## src/rtl/score_board.sv

```systemverilog
// score_board: queues bus transaction records in a 4-deep FIFO and accumulates
// completion, latency and routing statistics, plus an on-demand average-latency report.
module score_board #(
  parameter int drvrs   = 4,
  parameter int pckg_sz = 16
) (
  input  logic                   clk,
  input  logic                   rst_n,
  input  logic                   in_valid,
  output logic                   in_ready,
  input  logic [pckg_sz-1:0]     dato_enviado,
  input  logic [31:0]            tiempo_push,
  input  logic [31:0]            tiempo_pop,
  input  logic                   completado,
  input  logic [31:0]            latencia,
  input  logic [7:0]             dsp_env,
  input  logic [7:0]             dsp_rec,
  input  logic                   rpt_req,
  output logic [15:0]            trans_count,
  output logic [15:0]            done_count,
  output logic [15:0]            drop_count,
  output logic [39:0]            lat_sum,
  output logic [31:0]            lat_max,
  output logic [31:0]            lat_min,
  output logic [15:0]            lat_err_count,
  output logic [15:0]            dst_err_count,
  output logic [drvrs*16-1:0]    rx_count,
  output logic                   rpt_busy,
  output logic                   rpt_done,
  output logic [31:0]            avg_lat
);

  localparam logic [31:0] DRVRS_W = 32'(drvrs);

  typedef struct packed {
    logic [pckg_sz-1:0] dato;
    logic [7:0]         env;
    logic [31:0]        tpush;
    logic [31:0]        tpop;
    logic               comp;
    logic [31:0]        lat;
    logic [7:0]         rec;
  } rec_t;

  rec_t               fifo_r [4];
  logic [1:0]         wr_ptr_r;
  logic [1:0]         rd_ptr_r;
  logic [2:0]         count_r;
  logic [2:0]         count_next_s;
  logic               in_ready_r;
  logic               push_s;
  logic               pop_s;
  rec_t               head_s;

  logic               stage_valid_r;
  logic               stage_comp_r;
  logic               stage_lat_bad_r;
  logic               stage_dst_bad_r;
  logic [31:0]        stage_lat_r;
  logic [7:0]         stage_rec_r;

  logic [15:0]        trans_count_r;
  logic [15:0]        done_count_r;
  logic [15:0]        drop_count_r;
  logic [39:0]        lat_sum_r;
  logic [31:0]        lat_max_r;
  logic [31:0]        lat_min_r;
  logic [15:0]        lat_err_count_r;
  logic [15:0]        dst_err_count_r;
  logic [drvrs*16-1:0] rx_count_r;

  logic               rpt_busy_r;
  logic               rpt_done_r;
  logic [31:0]        avg_lat_r;
  logic [15:0]        div_r;
  logic [39:0]        quo_r;
  logic [15:0]        rem_r;
  logic [5:0]         step_r;
  logic [16:0]        rem_shift_s;
  logic [15:0]        rem_next_s;
  logic [39:0]        quo_next_s;

  function automatic logic [15:0] sat_inc(input logic [15:0] v);
    sat_inc = (v == 16'hFFFF) ? v : v + 16'd1;
  endfunction

  function automatic logic [39:0] sat_add40(input logic [39:0] a, input logic [31:0] b);
    logic [40:0] s;
    s = {1'b0, a} + {9'd0, b};
    sat_add40 = s[40] ? 40'hFF_FFFF_FFFF : s[39:0];
  endfunction

  function automatic logic [31:0] clamp32(input logic [39:0] v);
    clamp32 = (v[39:32] != 8'd0) ? 32'hFFFF_FFFF : v[31:0];
  endfunction

  // Handshake decode; pops freeze while a report is dividing
  always_comb begin
    push_s       = in_valid && in_ready_r;
    pop_s        = (count_r != 3'd0) && !rpt_busy_r;
    head_s       = fifo_r[rd_ptr_r];
    count_next_s = count_r;
    case ({push_s, pop_s})
      2'b10:   count_next_s = count_r + 3'd1;
      2'b01:   count_next_s = count_r - 3'd1;
      default: count_next_s = count_r;
    endcase
  end

  // FIFO pointers, occupancy and registered ready
  always_ff @(posedge clk or negedge rst_n) begin
    if (!rst_n) begin
      wr_ptr_r   <= 2'd0;
      rd_ptr_r   <= 2'd0;
      count_r    <= 3'd0;
      in_ready_r <= 1'b1;
    end else begin
      if (push_s) wr_ptr_r <= wr_ptr_r + 2'd1;
      if (pop_s)  rd_ptr_r <= rd_ptr_r + 2'd1;
      count_r    <= count_next_s;
      in_ready_r <= (count_next_s != 3'd4);
    end
  end

  // FIFO storage needs no reset: emptiness is carried by the pointers
  always_ff @(posedge clk) begin
    if (push_s) begin
      fifo_r[wr_ptr_r] <= '{dato: dato_enviado, env: dsp_env, tpush: tiempo_push,
                            tpop: tiempo_pop, comp: completado, lat: latencia, rec: dsp_rec};
    end
  end

  // Pop stage: classify the head record one cycle before statistics update
  always_ff @(posedge clk or negedge rst_n) begin
    if (!rst_n) begin
      stage_valid_r   <= 1'b0;
      stage_comp_r    <= 1'b0;
      stage_lat_bad_r <= 1'b0;
      stage_dst_bad_r <= 1'b0;
      stage_lat_r     <= 32'd0;
      stage_rec_r     <= 8'd0;
    end else begin
      stage_valid_r <= pop_s;
      if (pop_s) begin
        stage_comp_r    <= head_s.comp;
        stage_lat_r     <= head_s.lat;
        stage_lat_bad_r <= (head_s.lat != (head_s.tpush - head_s.tpop));
        stage_dst_bad_r <= ({24'd0, head_s.rec} >= DRVRS_W);
        stage_rec_r     <= head_s.rec;
      end
    end
  end

  // Statistics accumulation, all saturating
  always_ff @(posedge clk or negedge rst_n) begin
    if (!rst_n) begin
      trans_count_r   <= 16'd0;
      done_count_r    <= 16'd0;
      drop_count_r    <= 16'd0;
      lat_sum_r       <= 40'd0;
      lat_max_r       <= 32'd0;
      lat_min_r       <= 32'hFFFF_FFFF;
      lat_err_count_r <= 16'd0;
      dst_err_count_r <= 16'd0;
      rx_count_r      <= '0;
    end else if (stage_valid_r) begin
      trans_count_r <= sat_inc(trans_count_r);
      if (stage_comp_r) begin
        done_count_r <= sat_inc(done_count_r);
        lat_sum_r    <= sat_add40(lat_sum_r, stage_lat_r);
        if (stage_lat_r > lat_max_r) lat_max_r <= stage_lat_r;
        if (stage_lat_r < lat_min_r) lat_min_r <= stage_lat_r;
        if (stage_lat_bad_r) lat_err_count_r <= sat_inc(lat_err_count_r);
        for (int i = 0; i < drvrs; i++) begin
          if (!stage_dst_bad_r && (32'(stage_rec_r) == 32'(i)))
            rx_count_r[i*16 +: 16] <= sat_inc(rx_count_r[i*16 +: 16]);
        end
      end else begin
        drop_count_r <= sat_inc(drop_count_r);
      end
      if (stage_dst_bad_r) dst_err_count_r <= sat_inc(dst_err_count_r);
    end
  end

  // One restoring-division step: shift in the next dividend bit, subtract if it fits
  always_comb begin
    rem_shift_s = {rem_r, quo_r[39]};
    if (rem_shift_s >= {1'b0, div_r}) begin
      rem_next_s = 16'(rem_shift_s - {1'b0, div_r});
      quo_next_s = {quo_r[38:0], 1'b1};
    end else begin
      rem_next_s = rem_shift_s[15:0];
      quo_next_s = {quo_r[38:0], 1'b0};
    end
  end

  // Report sequencer: operands are latched at start, 40 steps, then a done pulse
  always_ff @(posedge clk or negedge rst_n) begin
    if (!rst_n) begin
      rpt_busy_r <= 1'b0;
      rpt_done_r <= 1'b0;
      avg_lat_r  <= 32'd0;
      div_r      <= 16'd0;
      quo_r      <= 40'd0;
      rem_r      <= 16'd0;
      step_r     <= 6'd0;
    end else if (rpt_busy_r) begin
      quo_r <= quo_next_s;
      rem_r <= rem_next_s;
      if (step_r == 6'd39) begin
        rpt_busy_r <= 1'b0;
        rpt_done_r <= 1'b1;
        avg_lat_r  <= clamp32(quo_next_s);
        step_r     <= 6'd0;
      end else begin
        rpt_done_r <= 1'b0;
        step_r     <= step_r + 6'd1;
      end
    end else if (rpt_req) begin
      if (done_count_r == 16'd0) begin
        avg_lat_r  <= 32'd0;
        rpt_done_r <= 1'b1;
      end else begin
        rpt_busy_r <= 1'b1;
        rpt_done_r <= 1'b0;
        div_r      <= done_count_r;
        quo_r      <= lat_sum_r;
        rem_r      <= 16'd0;
        step_r     <= 6'd0;
      end
    end else begin
      rpt_done_r <= 1'b0;
    end
  end

  assign in_ready      = in_ready_r;
  assign trans_count   = trans_count_r;
  assign done_count    = done_count_r;
  assign drop_count    = drop_count_r;
  assign lat_sum       = lat_sum_r;
  assign lat_max       = lat_max_r;
  assign lat_min       = lat_min_r;
  assign lat_err_count = lat_err_count_r;
  assign dst_err_count = dst_err_count_r;
  assign rx_count      = rx_count_r;
  assign rpt_busy      = rpt_busy_r;
  assign rpt_done      = rpt_done_r;
  assign avg_lat       = avg_lat_r;

endmodule

```

## config.mk

```make
export PLATFORM = sky130hd
export DESIGN_NAME = score_board
export DESIGN_NICKNAME = d
export VERILOG_FILES = /design/src/rtl/score_board.sv
export SDC_FILE = /design/constraint.sdc
export NUM_CORES = 1
export LEC_CHECK = 0
export CAP_MARGIN = 20
export CORE_MARGIN = 2
export CORE_UTILIZATION = 35
export DETAILED_ROUTE_END_ITERATION = 16
export GPL_TIMING_DRIVEN = 0
export PLACE_DENSITY = 0.53
export SLEW_MARGIN = 20
export SYNTH_ARGS = -nofsm -noshare
export SYNTH_HDL_FRONTEND = slang
export SYNTH_SLANG_ARGS = --single-unit
```

## constraint.sdc

```tcl
create_clock -name clk -period 14.25 [get_ports clk]
set_input_delay 2.85 -clock clk [delete_from_list [all_inputs] [get_ports clk]]
set_output_delay 2.85 -clock clk [all_outputs]
set_load 0.02 [all_outputs]
```

=== After elaboration in Yosys (flattened, before gate mapping) ===
Memories as Yosys holds them, arrays and structs flattened.
Cells that the tools add are included.
W data, S select, Z words.

* Reductions and logical operators: 29
* Bitwise operators: 12
* Add/subtract/negate cells: 17
* $lt $le $gt $ge: 4
* Eq/ne operators: 19
* Multiplexer cells: 29

{| class="wikitable"
|+ Operator list
! cell !! number
|-
| $mux W32 || 5
|-
| $mux W40 || 4
|-
| $add A16 B1 Y16 const B || 9
|-
| $eq A16 B16 Y1 const B || 9
|-
| $mux W16 || 4
|-
| $add A40 B32 Y41 || 1
|-
| $gt A32 B32 Y1 || 1
|-
| $lt A32 B32 Y1 || 1
|-
| $ne A32 B32 Y1 || 1
|-
| $sub A32 B32 Y32 || 1
|-
| $mux W6 || 4
|-
| $reduce_and A3 Y1 || 7
|-
| $reduce_and A4 Y1 || 5
|-
| $ge A17 B16 Y1 || 1
|-
| $eq A8 B2 Y1 const B || 2
|-
| $logic_not A16 Y1 || 1
|-
| $sub A16 B16 Y16 || 1
|-
| $not A1 Y1 || 12
|-
| $mux W1 || 11
|-
| $eq A8 B1 Y1 const B || 1
|-
| $ge A8 B3 Y1 const B || 1
|-
| $logic_not A8 Y1 || 1
|-
| $reduce_bool A8 Y1 || 1
|-
| $add A6 B1 Y6 const B || 1
|-
| 15 further kinds || 25
|}

* Bits in writable memories: 516
* Memories: 1
* Bits of input ports: 133
* Flip-flop bits (word level): 412
* Logic and storage cells: 140

{| class="wikitable"
|+ Memories
! memory !! depth !! bits a word !! rd ports !! clocked after Yosys merged registers in !! write ports !! RTL line !! source
|-
| fifo_r || 4 || 129 || 1 || 0 || 1 || 45 || <nowiki>rec_t fifo_r [4];</nowiki>
|}

=== Longest topological paths before layout ===
Gate-level depths: netlist (run 1).

* Depth after elaboration: 5
* Depth in mapped cells: 20
* Mapped depth without buffers: 14

=== Least setup slack after synthesis (run 1) ===
No wires, ideal clock.

* Kind: input-to-reg
* From: input in_valid
* To: memory fifo_r[0][0] (netlist name), enable pin
* Path slack: 8.442 ns
* Stages on the path: 1
* Arrival time: 5.332 ns
* Path through: and3_1

* Word-level cells in the longest chain between the ends: 3

{| class="wikitable"
|+ RTL lines
! what !! RTL line !! source
|-
| start: declaration || 9 || <nowiki>input logic in_valid,</nowiki>
|-
| $logic_and A1 B1 Y1 || 99 || <nowiki>push_s = in_valid && in_ready_r;</nowiki>
|-
| $mux W1 || 127 || <nowiki>if (push_s) begin</nowiki>
|-
| $mux W1 (not written as such) || 128 || <nowiki>fifo_r[wr_ptr_r] <= '{dato: dato_enviado, env: dsp_env, tpush: tiempo_push,</nowiki>
|-
| end: declaration || 45 ||
|}

No other way between the ends.

=== Worst setup path in the final report (run 1) ===
* From: register rd_ptr_r[1]
* To: register stage_lat_bad_r

* Word-level cells in the longest chain between the ends: 3

{| class="wikitable"
|+ RTL lines
! what !! RTL line !! source
|-
| start: declaration || 47 || <nowiki>logic [1:0] rd_ptr_r;</nowiki>
|-
| start signal: assignment || 119 || <nowiki>if (pop_s) rd_ptr_r <= rd_ptr_r + 2'd1;</nowiki>
|-
| $mem_v2 Z4 W129 * || - ||
|-
| $sub A32 B32 Y32 || 147 || <nowiki>stage_lat_bad_r <= (head_s.lat != (head_s.tpush - head_s.tpop));</nowiki>
|-
| $ne A32 B32 Y1 * || 147 ||
|-
| end signal: assignment || 147 ||
|-
| end: declaration || 57 || <nowiki>logic stage_lat_bad_r;</nowiki>
|}

Mark *: on every way between the ends. The rest lies on a longest branch, timed or not.
A chain may end at the register's enable or synchronous reset.

==> flow_metrics.tcl, run 1 <==
set metrics [dict create \
    numPortBuffers 391 \
    synth_nets 3190 \
    tightest_slew_ns 0.973 \
    postSynthAreaPerCell_um2 13.4 \
    clock_latency_ns 0.68 \
    cpMostUsedCell "buf_2" \
    ios 416 \
    rows 122 \
    hp-class "reg -> reg" \
    antenna_found_initial 15 \
    finalNonFillerCells 4965 \
    crit_path_top_delay_cell "buf_1" \
    synth.distinct_cells 93 \
    ys_warn_count 0 \
    synthCells 2895 \
    start_util_pct 35.2 \
    post-cts-setup-buffers 0 \
    ctsResizeCount 0 \
    cp_top_family "buffers and inverters" \
    fin_skew_ns 0.0365 \
    cts_buffers 93 \
    crit_type "reg -> reg" \
    dr.pass1.iters 6 \
    h-tree-depth 3 \
    grt_pass1_wl_um 157000 \
    fmax_mhz 143 \
    ir_drop_mv 0.121 \
    dieArea_um2 114000 \
    areaGrowthSynthToFinish_pct 24.1 \
    hold_viol 0 \
    fillers 10200 \
    core_um2 110000 \
    cts_sinks 832 \
    synth_area_leaders "edfxtp_1 32%, dfrtp_1 24%, mux4_2 6.0%, ha_1 5.1%, mux2_2 3.7%" \
    endpoint_kind "flip-flop" \
    cp.required_ns 14.78 \
    p_leak_nw 18.7 \
    grt_pass1_vias 24800 \
    die_x_um 337 \
    cts.clk_slew.worst_paths_ns 0.06 \
    slew_viol_final 0 \
    finalSetupTns_ns 0 \
    async_flop_share_pct 49.5 \
    cpPeakStageDelay_ns 0.72 \
    fp.dieH_um 337 \
    placed_cells 4789 \
    ant_nets 0 \
    syn_area_um2 38800 \
    place_ws_ns 7.05 \
    synth-main-ff-cell "edfxtp_1" \
    routed_wl_um 104000 \
    drc 0 \
    ys_seq_area_share_pct 59.2 \
    drive_above_1_share_pct 14.6 \
    drt-wirelength-per-cell_um 21.0 \
    viasPerCell 4.99 \
    finalWorstSetupSlack_ns 7.24 \
    first_iter_violations 1434 \
    slew_headroom_pct 35.1 \
    overflow 0 \
    path_buf_inv 7 \
    grt_max_degree 93 \
    yosysTopAreaCell "edfxtp_1" \
    grt_use_total_pct 18.3 \
    ys_ff_latch 832 \
    power_density_nw_per_um2 246 \
    via_count 24800 \
    cp_cell_sequence "clkbuf_1, buf_2, buf_2, buf_2, buf_1, clkbuf_1, mux4_2, ha_1, buf_2, a211oi_1, o211ai_1, o221ai_2, o21ai_2, a311o_1, a211o_1, a211oi_1, nand4_1, nor4_1, nor2_1" \
    cp.arrival_ns 7.54 \
    clk_path_buf_depth 3 \
    cts_root_buf "clkbuf_16" \
    finalSetupViolations 0 \
    dpl.hpwl_um 78300 \
    nets 3691 \
    grt_setup_unrepaired "no" \
    cts_tree "yes" \
    post-route-min-period_ns 7.01 \
    synth_edf_count 420 \
    place.gp.congestion 0.860 \
    startpoint_type "flip-flop" \
    path_max_fanout 10 \
    cap_viol_max_count 0 \
    ctsHoldBuffers 0 \
    synth_top_area_share_pct 32.5 \
    status "finished, final reports clean" \
    timing.final.crit_share_pct 49.2 \
]
## per-layer routing
layer,vias up,track usage [%],routed length [um]
li1,11700,-,-
met1,12400,24.2,45200
met2,515,30.4,50800
met3,154,3.74,5290
met4,22,5.03,2740
met5,-,0,122
## synth_stat cells (all sizes together) (35+ instances only)
cell,count
nand3,57
mux4,104
a21o,47
o21ai,155
clkbuf,54
dfrtp,379
buf,35
inv,158
xnor2,156
nand2,233
mux2i,46
xor2,74
ha,158
a21oi,90
mux2,127
nor2,175
nand4,63
edfxtp,420
## logic make-up (layout without fill, tap and decap cells)
family,Yosys count,in the layout,share of synthesized area [%]
flip-flops,832,832,59.2
adder cells (fa/ha/maj),162,162,5.30
multiplexers,277,277,10.9
buffers and inverters,247,826,2.66
other,0,3,0
XOR/XNOR,230,230,5.23
AND/OR/NAND/NOR,687,687,8.40
AO/OA/AOI/OAI,460,460,8.33
## registers in the layout, indices dropped and copies added, names as in the netlist, 32 cells and up
| signal | cells |
|---|---|
| fifo_r | 420 |
| rx_count | 64 |
| lat_sum | 40 |
| quo_r | 40 |
| avg_lat | 32 |
| lat_max | 32 |
| lat_min | 32 |
| stage_lat_r | 32 |
## power by group
group	leakage (nW)	switching [mW]	internal [mW]
clock	1.54	1.01	1.45
sequential	8.98	0.520	3.20
combinational	8.23	3.17	2.48
## layout make-up
cell class	instances	area, um2	share of cell area, %
multi-input cells	1816	14800	30.8
repair buffers	406	4290	8.91
diodes	3	7.51	0.0156
inverters	158	593	1.23
flip-flops and latches	832	23000	47.7
plain buffers	89	438	0.909
well taps	1488	1860	3.87
clock inverters	51	616	1.28
clock buffers	122	2560	5.31
## tightest hold or removal path, stage by stage, from the launching register on
cell and delay, ns:
dfrtp_1 0.34, nand2_1 0.04, o21ai_0 0.06
## metrics by stage
step                hold slack [ns]  area, um2  power, mW  util (%)
floorplan                     0.449      38800       7.55         -
global placement              0.464      44600       9.44      40.4
detailed placement            0.470      45000       9.45      40.8
CTS                           0.484      48200       12.0      43.6
global route                  0.505      48200       12.7      43.6
finish                        0.476      48200       11.8      43.6
## path summary, 6_finish.rpt
path                              from                to  slack [ns]  cells after the start
max                        rd_ptr_r[1]   stage_lat_bad_r        7.24                     19
min reg2reg                avg_lat[14]       avg_lat[14]        0.48                      2
min                        avg_lat[14]       avg_lat[14]        0.48                      2
max reg2reg                rd_ptr_r[1]   stage_lat_bad_r        7.24                     19
max in group asynchronous        rst_n  lat_err_count[2]       10.73                      4
min in group asynchronous        rst_n       avg_lat[28]        1.99                      1
## placed cells by master (no fill, tap or decap), types with 11 or more instances in the layout
cell type / Yosys / layout
a21oi_1: 87 / 87
clkinv_1: 0 / 15
mux2_2: 127 / 127
nand2b_1: 21 / 21
nor2_1: 175 / 175
clkbuf_16: 0 / 94
buf_16: 0 / 11
a22o_1: 15 / 15
clkbuf_1: 54 / 72
nand2_1: 231 / 231
nor2b_1: 19 / 19
xnor2_1: 154 / 154
a31oi_1: 16 / 16
mux4_2: 104 / 104
edfxtp_1: 420 / 420
dfstp_2: 33 / 33
a21o_1: 47 / 47
xor2_1: 74 / 74
dfrtp_1: 379 / 379
nor4_1: 13 / 13
buf_2: 24 / 24
nand3_1: 57 / 57
clkdlybuf4s50_1: 0 / 390
a31oi_4: 17 / 17
and3_1: 26 / 22
nor3_1: 32 / 32
o21a_1: 20 / 20
mux2i_1: 46 / 46
ha_1: 158 / 158
nand4_1: 63 / 63
inv_1: 158 / 158
o21ai_0: 151 / 151
clkinv_2: 0 / 15
Power figures use the tool's default switching activity.
==> run 2: changes to the inputs <==
PLACE_DENSITY = 0.55   (was 0.53)
clock period = 5.7 ns   (was 14.25 ns; I/O delays follow)
==> run 2 against run 1 <==
Sequential share of layout area rose by 0.22 points; total power rose by 150%; global-route usage rose by 0.078 points; sequential power rose by 150%; final cell count shrank 0.22%; clock-buffer cell count increased by 13; critical path depth down 2; largest cell class unchanged; worst setup slack got worse by 7.0 ns; wire length about the same.
==> flow_metrics.tcl, run 2 (synthesis gave the netlist of run 1 again) <==
set metrics [dict create \
    crit_type "reg -> reg" \
    numPortBuffers 391 \
    slew_viol_final 0 \
    timing.final.crit_share_pct 95.8 \
    cts_sinks 832 \
    grt_setup_unrepaired "no" \
    drive_above_1_share_pct 14.3 \
    routed_wl_um 104000 \
    power.total_mw 29.4 \
    h-tree-depth 3 \
    final_area_um2 47900 \
    status "finished, final reports clean" \
    ant_nets 0 \
    clock_latency_ns 0.67 \
    tightest_slew_ns 1.10 \
    cts_tree "yes" \
    place_ws_ns -1.53 \
    finalSetupViolations 0 \
    largest_reg_flops 420 \
    cp.required_ns 6.24 \
    fin_skew_ns 0.0260 \
    nets 3683 \
    finalNonFillerCells 4954 \
    cts_buffers 92 \
    rows 122 \
    placed_cell_area_um2 44900 \
    worst-r2r-cell-count 17 \
    cts.clk_slew.worst_paths_ns 0.06 \
    hold_viol 0 \
    startpoint_type "flip-flop" \
    ctsHoldBuffers 0 \
    drt-wirelength-per-cell_um 21.0 \
    pwr-share-clk_pct 19.8 \
    die_x_um 337 \
    cts_root_buf "clkbuf_16" \
    p_int_mw 17.6 \
    cap_viol_max_count 0 \
    fmax_mhz 183 \
    top_register "fifo_r" \
    overflow 0 \
    seq_power_share_pct 31.5 \
    p_comb_share_pct 48.7 \
    fin_util_pct 43.4 \
    grt_max_degree 92 \
    swShare_pct 40.1 \
    antenna_found_initial 11 \
    viasPerCell 4.98 \
    ios 416 \
    dr.pass1.iters 5 \
    r2r-end "stage_lat_bad_r" \
    placed_cells 4787 \
    clk_path_buf_depth 3 \
    slew_headroom_pct 26.4 \
    path_max_fanout 19 \
    endpoint_kind "flip-flop" \
    fp.dieH_um 337 \
    fillers 10200 \
    grt_pass1_vias 24800 \
    via_count 24600 \
    areaGrowthSynthToFinish_pct 23.5 \
    finalSetupTns_ns 0 \
    power_density_nw_per_um2 614 \
    worstReg2RegStart "rd_ptr_r[1]" \
    first_iter_violations 1532 \
    start_util_pct 35.2 \
    dieArea_um2 114000 \
    p_switching_mw 11.8 \
    dpl.hpwl_um 78800 \
    cp.arrival_ns 6.01 \
    hp-class "in -> async" \
    place.gp.congestion 0.856 \
    layout_common_cells "420 x edfxtp_1, 390 x clkdlybuf4s50_1, 379 x dfrtp_1" \
    ir_drop_mv 0.345 \
    r2r_slack_ns 0.24 \
    p_leak_nw 18.7 \
    grt_pass1_wl_um 157000 \
    drc 0 \
    finalWorstSetupSlack_ns 0.238 \
    core_um2 110000 \
    whs_ns 0.420 \
    final_common_cell "edfxtp_1" \
    post-route-min-period_ns 5.46 \
    grt_use_total_pct 18.3 \
]
==> run 2: cell types whose count changed in the layout (fill, tap and decap cells not counted), sizes merged <==
cell      delta
clkinv      -10
diode        +2
bufinv       -6
buf          -3
clkbuf       +9
clkinvlp     -3
==> run 2: worst max-delay path, stage by stage (launching register included) <==
cell and delay (ns):
dfrtp_1 0.53, buf_6 0.29, buf_4 0.30, buf_4 0.32
clkbuf_4 0.34, mux4_2 0.38, ha_1 0.31, buf_2 0.17
a211oi_1 0.25, o211ai_1 0.18, o221ai_2 0.34, o21ai_2 0.14
a311o_1 0.43, a211o_1 0.31, a211oi_1 0.29, nand4_1 0.22
nor4_4 0.43, nor2_1 0.07
==> run 2: cell type report <==
type / instances / area (um2) / area share [%]
sequential: 832 / 23000 / 47.9
clock inverter: 32 / 325 / 0.678
tap: 1488 / 1860 / 3.88
multi-input combinational: 1816 / 14900 / 31.0
buffer: 83 / 453 / 0.945
antenna: 5 / 12.5 / 0.0261
clock buffer: 135 / 2630 / 5.47
timing repair buffer: 405 / 4260 / 8.89
inverter: 158 / 593 / 1.24
==> run 2: what timing repair did <==
action                                 CTS  global route
gates resized for setup                 19             4
endpoints found under the hold margin    0             0
setup endpoints to repair                1             1
buffers inserted                         0             1
==> run 2: power groups by stage <==
stage          Clock, mW  Combinational, mW  Sequential (mW)
3_3_place_gp           0               14.2             9.49
5_1_grt             6.23               15.8             9.48
4_1_cts             6.00               14.4             9.29
2_1_floorplan          0               9.33             9.56
3_5_place_dp           0               14.3             9.38
6_report            5.81               14.3             9.27
==> run 2: metal layers <==
layer	up-vias	routed length [um]	global-route usage [%]
met5	-	67	0
met4	12	3910	7.09
met3	164	4690	3.09
met2	533	49700	30.0
met1	12300	45800	24.4
li1	11700	-	-
==> run 2: worst max path at each step <==
stage / from / end / slack, ns / cells after the start
final: rd_ptr_r[1] / stage_lat_bad_r / 0.24 / 17
after global routing: rd_ptr_r[1] / stage_lat_bad_r / 0.06 / 17
after CTS: rd_ptr_r[1] / stage_lat_bad_r / 0.07 / 17
after detailed placement: rd_ptr_r[1] / stage_lat_bad_r / -1.53 / 19
after global placement: rst_n / rx_count[32] / -16.26 / 1
after floorplan: rd_ptr_r[0] / stage_lat_bad_r / 0.90 / 19
==> run 3: changes to the inputs <==
CAP_MARGIN = 5   (was 20)
PLACE_DENSITY = 0.53   (was 0.55)
clock period = 7 ns   (was 5.7 ns; I/O delays follow)
==> run 3 against run 2 <==
Largest power group unchanged; register-to-register slack better by 0.29 ns; via count up 0.11%; design area up 0.44%; flip-flop and latch count unchanged; clock power down 14%; critical path depth up 1; clock-buffer cell count down 13.
==> flow_metrics.tcl, run 3 (synthesis gave the netlist of run 1 again) <==
set metrics [dict create \
    power_density_nw_per_um2 501 \
    tightest_slew_ns 0.952 \
    core_um2 110000 \
    r2r-end "stage_lat_bad_r" \
    startpoint_type "flip-flop" \
    grt_max_degree 93 \
    cp.arrival_ns 7.00 \
    dpl.hpwl_um 78300 \
    ant_nets 0 \
    h-tree-depth 3 \
    ios 416 \
    status "finished, final reports clean" \
    swShare_pct 39.7 \
    layout_common_cells "420 x edfxtp_1, 390 x clkdlybuf4s50_1, 379 x dfrtp_1" \
    cap_viol_max_count 0 \
    post-cts-setup-buffers 0 \
    hold_end "avg_lat[20]" \
    pwr-share-clk_pct 20.8 \
    p_comb_share_pct 47.8 \
    cts_tree "yes" \
    path_max_fanout 19 \
    first_iter_violations 1366 \
    place.gp.congestion 0.860 \
    final_common_cell "edfxtp_1" \
    drive_above_1_share_pct 14.6 \
    hold_start "avg_lat[20]" \
    ir_drop_mv 0.247 \
    worst-r2r-cell-count 18 \
    fmax_mhz 155 \
    nets 3690 \
    timing.final.crit_share_pct 92.4 \
    cts.clk_slew.worst_paths_ns 0.06 \
    hold_viol 0 \
    finalSetupTns_ns 0 \
    fp.dieH_um 337 \
    top_register "fifo_r" \
    crit_type "reg -> reg" \
    fin_skew_ns 0.0356 \
    overflow 0 \
    numPortBuffers 391 \
    p_int_mw 14.5 \
    viasPerCell 4.97 \
    via_count 24700 \
    finalWorstSetupSlack_ns 0.532 \
    die_x_um 337 \
    p_switching_mw 9.58 \
    start_util_pct 35.2 \
    areaGrowthSynthToFinish_pct 24.1 \
    r2r_slack_ns 0.53 \
    endpoint_kind "flip-flop" \
    finalNonFillerCells 4964 \
    cts_sinks 832 \
    antenna_found_initial 15 \
    grt_pass1_wl_um 157000 \
    cp.required_ns 7.53 \
    dieArea_um2 114000 \
    hold_depth 2 \
    grt_use_total_pct 18.2 \
    placed_cells 4789 \
    drc 0 \
    cts_buffers 93 \
    seq_power_share_pct 31.4 \
    grt_pass1_vias 24800 \
    routed_wl_um 104000 \
    p_leak_nw 18.7 \
    dr.pass1.iters 5 \
    clk_path_buf_depth 3 \
    cts_root_buf "clkbuf_16" \
    slew_viol_final 0 \
    drt-wirelength-per-cell_um 21.0 \
    clock_latency_ns 0.68 \
    slew_headroom_pct 36.6 \
    rows 122 \
    worstReg2RegStart "rd_ptr_r[1]" \
    post-route-min-period_ns 6.47 \
    hp-class "reg -> reg" \
    grt_setup_unrepaired "no" \
    largest_reg_flops 420 \
    finalSetupViolations 0 \
    place_ws_ns -0.196 \
]
-- run 3: routing by layer --
metal / up-vias / track usage [%] / routed length [um]
met1: 12300 / 24.2 / 45400
li1: 11700 / - / -
met3: 154 / 3.74 / 5110
met2: 498 / 30.3 / 50600
met4: 22 / 5.03 / 2740
met5: - / 0 / 122
-- run 3: layout make-up --
type / count / area, um2
Antenna cell: 3 / 7.51
Buffer: 88 / 434
Clock buffer: 122 / 2560
Clock inverter: 51 / 616
Fill cell: 10200 / 62200
Inverter: 158 / 593
Multi-Input combinational cell: 1816 / 14800
Sequential cell: 832 / 23000
Tap cell: 1488 / 1860
Timing Repair Buffer: 406 / 4290
-- run 3: stage by stage --
stage / hold slack (ns) / util [%] / total power, mW / instance area [um2]
after global placement: 0.464 / 40.4 / 19.2 / 44600
after global routing: 0.499 / 43.6 / 25.8 / 48200
final: 0.476 / 43.6 / 24.1 / 48200
after CTS: 0.484 / 43.6 / 24.4 / 48200
after floorplan: 0.449 / - / 15.4 / 38800
after detailed placement: 0.470 / 40.8 / 19.2 / 45000
-- run 3: how the worst max path moves through the flow --
| stage | startpoint | end | slack [ns] | cells after the start |
|---|---|---|---|---|
| final | rd_ptr_r[1] | stage_lat_bad_r | 0.53 | 18 |
| after detailed placement | rd_ptr_r[1] | stage_lat_bad_r | -0.20 | 19 |
| after floorplan | rd_ptr_r[0] | stage_lat_bad_r | 2.20 | 19 |
| after CTS | rd_ptr_r[1] | stage_lat_bad_r | 0.33 | 18 |
| after global routing | rd_ptr_r[1] | stage_lat_bad_r | 0.005 | 18 |
| after global placement | rst_n | rx_count[59] | -15.27 | 1 |
-- run 3: repair_timing --
| action | in CTS | in global routing |
|---|---|---|
| endpoints found under the setup margin | 1 | 0 |
| gates resized for setup | 0 | 0 |
| hold buffers | 0 | 0 |
-- run 3: worst max-delay path, cell delays in order (launching register included) --
cell      delay, ns
dfrtp_1        0.32
clkbuf_1       0.31
buf_2          0.35
buf_2          0.34
buf_2          0.60
clkbuf_1       0.66
mux4_2         0.44
ha_1           0.31
buf_2          0.17
a211oi_1       0.24
o211ai_1       0.16
o221ai_2       0.34
o21ai_2        0.14
a311o_1        0.42
a211o_1        0.31
a211oi_1       0.25
nand4_1        0.16
nor4_1         0.68
nor2_1         0.08
-- run 3: power groups by stage --
stage	Sequential (mW)	Combinational (mW)	Clock, mW
after floorplan	7.78	7.59	0
after global placement	7.77	11.4	0
after detailed placement	7.68	11.6	0
after CTS	7.59	11.6	5.17
after global routing	7.75	12.7	5.37
final	7.57	11.5	5.02
